===== src/rtl/quote_ladder.sv =====
// Multi-level bid/ask quote generator: one request becomes NUM_LEVELS levels,
// each widened by a per-level step and emitted one per valid/ready handshake.
module quote_ladder #(
  parameter int FP_WORD_SIZE = 64,
  parameter int FRAC_BITS    = 32,
  parameter int DATA_WIDTH   = 32,
  parameter int NUM_LEVELS   = 4,
  parameter int MIN_PRICE    = 1,
  localparam int LEVEL_W     = $clog2(NUM_LEVELS) + 1
) (
  input  logic                    i_clk,
  input  logic                    i_rst,
  input  logic [FP_WORD_SIZE-1:0] i_ref_price,
  input  logic [FP_WORD_SIZE-1:0] i_spread,
  input  logic [FP_WORD_SIZE-1:0] i_level_step,
  input  logic                    i_data_valid,
  output logic                    o_ready,
  input  logic                    i_flush,
  input  logic                    i_ready,
  output logic                    o_data_valid,
  output logic [LEVEL_W-1:0]      o_level,
  output logic [DATA_WIDTH-1:0]   o_buy_price,
  output logic [DATA_WIDTH-1:0]   o_ask_price,
  output logic                    o_bid_ok,
  output logic                    o_ask_ok,
  output logic                    o_last,
  output logic [1:0]              o_state
);

  // Handshake: a level transfers on a rising clk edge where o_data_valid and
  // i_ready are both high; o_data_valid never drops and the level fields never
  // change until that edge (or a flush/reset). A request is taken on an edge
  // where i_data_valid and o_ready are both high.

  localparam int INT_W = FP_WORD_SIZE - FRAC_BITS;
  localparam logic [INT_W:0]       DATA_MAX = {{(INT_W + 1 - DATA_WIDTH){1'b0}}, {DATA_WIDTH{1'b1}}};
  localparam logic [INT_W-1:0]     MIN_INT  = INT_W'(MIN_PRICE);
  localparam logic [LEVEL_W-1:0]   LAST_K   = LEVEL_W'(NUM_LEVELS - 1);

  typedef enum logic [1:0] {
    IDLE = 2'd0,
    CALC = 2'd1,
    EMIT = 2'd2
  } state_t;

  state_t state, state_next;

  logic [FP_WORD_SIZE-1:0] ref_q, off_q, step_q;
  logic [LEVEL_W-1:0]      k_q;
  logic                    sat_q;

  logic [FP_WORD_SIZE:0]   bid_fp, ask_fp, off_sum;
  logic [INT_W-1:0]        bid_int, ask_int;
  logic [INT_W:0]          ask_ceil;
  logic                    bid_low, bid_high, ask_bad;
  logic [DATA_WIDTH-1:0]   buy_calc, ask_calc;

  // One extra bit on each sum exposes the borrow (bid) and carry (ask/offset).
  assign bid_fp   = {1'b0, ref_q} - {1'b0, off_q};
  assign ask_fp   = {1'b0, ref_q} + {1'b0, off_q};
  assign off_sum  = {1'b0, off_q} + {1'b0, step_q};
  assign bid_int  = bid_fp[FP_WORD_SIZE-1:FRAC_BITS];
  assign ask_int  = ask_fp[FP_WORD_SIZE-1:FRAC_BITS];
  assign ask_ceil = {1'b0, ask_int} + {{INT_W{1'b0}}, |ask_fp[FRAC_BITS-1:0]};

  assign bid_low  = bid_fp[FP_WORD_SIZE] || (bid_int < MIN_INT);
  assign bid_high = {1'b0, bid_int} > DATA_MAX;
  assign buy_calc = bid_low ? '0 : (bid_high ? '1 : bid_int[DATA_WIDTH-1:0]);
  assign ask_bad  = ask_fp[FP_WORD_SIZE] || (ask_ceil > DATA_MAX);
  assign ask_calc = ask_bad ? '1 : ask_ceil[DATA_WIDTH-1:0];

  assign o_ready      = (state == IDLE);
  assign o_data_valid = (state == EMIT);
  assign o_state      = state;

  always_ff @(posedge i_clk or posedge i_rst) begin
    if (i_rst) begin
      state <= IDLE;
    end else begin
      state <= state_next;
    end
  end

  always_comb begin
    state_next = state;
    case (state)
      IDLE:    if (i_data_valid) state_next = CALC;
      CALC:    state_next = EMIT;
      EMIT:    if (i_ready) state_next = o_last ? IDLE : CALC;
      default: state_next = IDLE;
    endcase
    if (i_flush) state_next = IDLE;
  end

  always_ff @(posedge i_clk or posedge i_rst) begin
    if (i_rst) begin
      ref_q       <= '0;
      off_q       <= '0;
      step_q      <= '0;
      k_q         <= '0;
      sat_q       <= 1'b0;
      o_level     <= '0;
      o_buy_price <= '0;
      o_ask_price <= '0;
      o_bid_ok    <= 1'b0;
      o_ask_ok    <= 1'b0;
      o_last      <= 1'b0;
    end else if (i_flush) begin
      o_level     <= '0;
      o_buy_price <= '0;
      o_ask_price <= '0;
      o_bid_ok    <= 1'b0;
      o_ask_ok    <= 1'b0;
      o_last      <= 1'b0;
    end else begin
      case (state)
        IDLE: begin
          if (i_data_valid) begin
            ref_q  <= i_ref_price;
            off_q  <= i_spread >> 1;
            step_q <= i_level_step;
            k_q    <= '0;
            sat_q  <= 1'b0;
          end
        end
        CALC: begin
          o_level     <= k_q;
          o_buy_price <= buy_calc;
          o_ask_price <= ask_calc;
          o_bid_ok    <= !bid_low && !bid_high && !sat_q;
          o_ask_ok    <= !ask_bad && !sat_q;
          o_last      <= (k_q == LAST_K);
        end
        EMIT: begin
          if (i_ready) begin
            if (o_last) begin
              o_level     <= '0;
              o_buy_price <= '0;
              o_ask_price <= '0;
              o_bid_ok    <= 1'b0;
              o_ask_ok    <= 1'b0;
              o_last      <= 1'b0;
            end else begin
              // Once the offset has clamped, every later level is flagged illegal.
              k_q   <= k_q + LEVEL_W'(1);
              off_q <= off_sum[FP_WORD_SIZE] ? '1 : off_sum[FP_WORD_SIZE-1:0];
              sat_q <= sat_q | off_sum[FP_WORD_SIZE];
            end
          end
        end
        default: ;
      endcase
    end
  end

endmodule


===== config.mk =====
export PLATFORM = sky130hd
export DESIGN_NAME = quote_ladder
export DESIGN_NICKNAME = d
export VERILOG_FILES = /design/src/rtl/quote_ladder.sv
export SDC_FILE = /design/constraint.sdc
export NUM_CORES = 1
export LEC_CHECK = 0
export ABC_AREA = 1
export CORE_ASPECT_RATIO = 0.9
export CORE_UTILIZATION = 28
export CTS_CLUSTER_SIZE = 8
export DETAILED_ROUTE_END_ITERATION = 16
export GPL_TIMING_DRIVEN = 0
export PLACE_DENSITY = 0.56
export SYNTH_ARGS = -nofsm -noshare
export SYNTH_HDL_FRONTEND = slang
export SYNTH_SLANG_ARGS = --single-unit

===== constraint.sdc =====
create_clock -name i_clk -period 13.3 [get_ports i_clk]
set_input_delay 3.325 -clock i_clk [delete_from_list [all_inputs] [get_ports i_clk]]
set_output_delay 3.325 -clock i_clk [all_outputs]
set_load 0.01 [all_outputs]

==> impl_metrics.csv <==
group,metric,value,unit
global_routing,antenna_found_initial,2,
floorplan,core-area,98330,sq um
synthesis,synthCells,4701,
finish,area_growth,20.27,%
cts,cts_num_sinks,268,
drt,avgViaCountPerCell,4.839,
drt,drtIter0Drc,2138,
drt,wl_per_cell,20.63,um
run_status,status,"finished clean",
placement,dp_hpwl,115200,um
pwr,p_switching,0.004496,W
global_routing,grt.met3_usage,2.363,%
sta,tightest_slew,1245,ps
setup_path,worstPathArrival,3260,ps
drt,vias,30770,
synthesis,synth.top_cells.by_area,"dfrtp_1 (24%), nand2_1 (23%), inv_1 (8.9%)",
cts,clockRootBuffer,"clkbuf_16",
finish,fin_area,33430,sq um
drt,final_antenna_net_count,0,
cts,cts_buffer_depth,3,
synthesis,avgSynthCellArea,5.913,sq um
sta,maxSlewViolCount,0,
synthesis,synth.largest_area_cell,"dfrtp_1",
synthesis,async_flop_share,100.0,%
floorplan,floorplan.initialDensity,28.27,%
sta,setup_viol,0,
cts,cts_resized,0,
sta,fin_crit_sh,49.52,%
synthesis,netlist-cell-type-count,52,
finish,multi_input_area,17830,sq um
global_routing,grt_first_pass_wirelength,189800,um
global_routing,met1_usage,33.92,%
placement,place_area,32220,sq um
cts,cts_hold_buf,0,
setup_path,end_kind,"output port",
pwr,p_per_area,231.7,nW/um^2
synthesis,netlist.area_leader.share,24.13,%
finish,fillCellCount,11160,
floorplan,die_y,300.9,um
pwr,combPwrFrac,70.1,%
setup_path,required,9970,ps
cts,tritoncts,"built",
cts,htreeDepth,2,
pwr,pwr-share-seq,17.0,%
pwr,p_int,0.003250,W
drt,drt_pass1_iterations,5,
global_routing,grt.total_usage,25.63,%
finish,regArea,6706,sq um
synthesis,synth_edf_count,0,
min_path,min_path_type,"reg2reg",
pwr,switching_share,58.04,%
global_routing,grt_pass1_vias,30220,
pwr,p_leak,17.17,nW
global_routing,grt_overflow,0,
setup_path,crit_fanout,10,
drt,routed_wl,131200,um
floorplan,ios,271,
floorplan,dieArea,100500,sq um
placement,place_congestion,0.9741,
floorplan,die_x,334.1,um
pwr,clkPwrFrac,13.0,%
placement,place.port_buffers,269,
floorplan,rows,109,
setup_path,crit_path_start_kind,"flop",
sta,finalHoldViolations,0,
finish,drive_above_1_share,5.432,%
sta,period_needed,6587,ps
setup_path,critical_path_class,"reg2out",
drt,drc,0,
synthesis,yosys_warnings,0,
cts,cts_buffers,41,
global_routing,grt_use_met2,43.30,%
finish,nets,5410,
synthesis,synth-seq-cells,268,
cts,cts_setup_buffers,0,
sta,rsz0062_at_grt,"false",
synthesis,syn_area,27800,sq um
sta,final.setup_skew,26.96,ps
job,cap_violations,0,
cts,path_clk_slew,50,ps
global_routing,grt_max_degree,115,
sta,max_freq,151.8,MHz
pwr,vdd_drop_max,0.0001103,V
sta,slew_headroom,16.68,%
pwr,total_power,0.007745,W
synthesis,synth_flop_cell,"dfrtp_1",
synthesis,synth_nets,5096,
cts,clock_latency,600,ps
global_routing,top_usage_layer,"met2",
synthesis,synth-seq-area-share,24.13,%
-- placed cells by master (no fill, tap or decap), drive strengths merged --
| cell type | count |
|---|---|
| diode | 1 |
| clkinv | 21 |
| o31ai | 2 |
| inv | 701 |
| a22oi | 7 |
| nand3 | 233 |
| o2111ai | 3 |
| a221oi | 5 |
| a21boi | 9 |
| o22ai | 32 |
| ha | 196 |
| nor3 | 37 |
| clkdlybuf4s50 | 269 |
| nand4 | 44 |
| a31oi | 18 |
| and2 | 6 |
| and3 | 5 |
| xnor2 | 23 |
| clkbuf | 102 |
| o21ai | 245 |
| nor4b | 1 |
| o211ai | 24 |
| a211oi | 5 |
| a41oi | 1 |
| nand2 | 1738 |
| o21bai | 25 |
| dfrtp | 268 |
| a21o | 18 |
| buf | 62 |
| nor4 | 18 |
| nand3b | 8 |
| o21a | 10 |
| bufinv | 1 |
| xor2 | 58 |
| a21oi | 253 |
| fa | 2 |
| o221ai | 1 |
| or2 | 5 |
| a22o | 1 |
| nor2 | 569 |
-- cell usage after synthesis (24+ instances only) --
cell type  instances
nor2_1           498
nor2_2            62
nor3_1            28
o22ai_1           32
buf_2             34
ha_1             196
o21bai_1          25
xor2_1            58
a21oi_1          251
clkbuf_1          53
nand3_1          222
inv_1            660
nand2_2           25
dfrtp_1          268
o21ai_0          232
inv_2             39
nand4_1           44
o211ai_1          24
nand2_1         1711
-- sequential cells by signal, indices dropped and copies added (netlist names), 2 cells and up --
name and flops:
o_ask_price 32, ref_q 64, k_q 3, o_level 3
step_q 64, o_buy_price 32, off_q 64, o_state 2
-- critical path: stages, from the launching register on --
cell             delay [ps]
dfrtp_1                 440
nor2_1                  740
clkbuf_1                770
clkdlybuf4s50_1         710
-- layer usage --
metal	wire length [um]	up-vias	share of wire (%)
met5	13	-	0.0099
met2	60430	854	46
met4	5132	2	3.9
met1	59130	14340	45
met3	6493	170	4.9
li1	-	15410	-
-- stage by stage --
step                      setup WS (ps)  hold WS, ps  utilization (%)  TNS (ps)  std cells
after floorplan                    2593        445.9                -         0       4701
after global placement            -1220        463.1            32.70   -311490       6302
after detailed placement           6180        464.6            32.77         0       6304
after CTS                          6659        478.3            34.00         0       6358
after global routing               6579        493.1            34.00         0       6358
final                              6713        473.8            34.00         0       6359
-- final cells by class --
type                            count  area share (%)
Sequential cell                   268           20.06
Tap cell                         1332           4.985
Buffer                            113           1.688
Clock buffer                       49           3.308
Multi-Input combinational cell   3602           53.33
Timing Repair Buffer              271           8.219
Clock inverter                      5          0.3106
Antenna cell                        1        0.007485
Inverter                          718           8.091
-- power by group through the flow --
| stage | registers, W | clock network [W] | logic [W] |
|---|---|---|---|
| 2_1_floorplan | 0.00122 | 0 | 0.00346 |
| 4_1_cts | 0.00130 | 0.00103 | 0.00536 |
| 6_report | 0.00131 | 0.00100 | 0.00543 |
| 3_3_place_gp | 0.00131 | 0 | 0.00533 |
| 5_1_grt | 0.00133 | 0.00106 | 0.00597 |
| 3_5_place_dp | 0.00132 | 0 | 0.00535 |
-- worst paths after layout --
check | startpoint | end | slack [ps] | depth (start not counted)
min in group asynchronous | i_rst | step_q[54]$_DFFE_PP0P_ | 3140 | 2
max in group asynchronous | i_rst | ref_q[3]$_DFFE_PP0P_ | 8730 | 4
min reg2reg | o_buy_price[14]$_DFFE_PP0P_ | o_buy_price[14]$_DFFE_PP0P_ | 470 | 2
max reg2reg | off_q[6]$_DFFE_PP0P_ | o_ask_price[19]$_DFFE_PP0P_ | 8810 | 30
max | o_state[0]$_DFFE_PP0P_ | o_data_valid | 6710 | 3
min | o_buy_price[14]$_DFFE_PP0P_ | o_buy_price[14]$_DFFE_PP0P_ | 470 | 2
-- cells by family (layout without fill, tap and decap cells) --
group	count (synthesis)	in the layout	synth area share (%)
other	0	1	0
DFF	268	268	24.13
and+or+nand+nor	2664	2664	39.46
buffers and inverters	831	1156	11.73
AOI/OAI and AO/OA	659	659	13.17
xor gates and xnor gates	81	81	2.552
adders and majority gates	198	198	8.966
(Power assumes the default switching activity.)
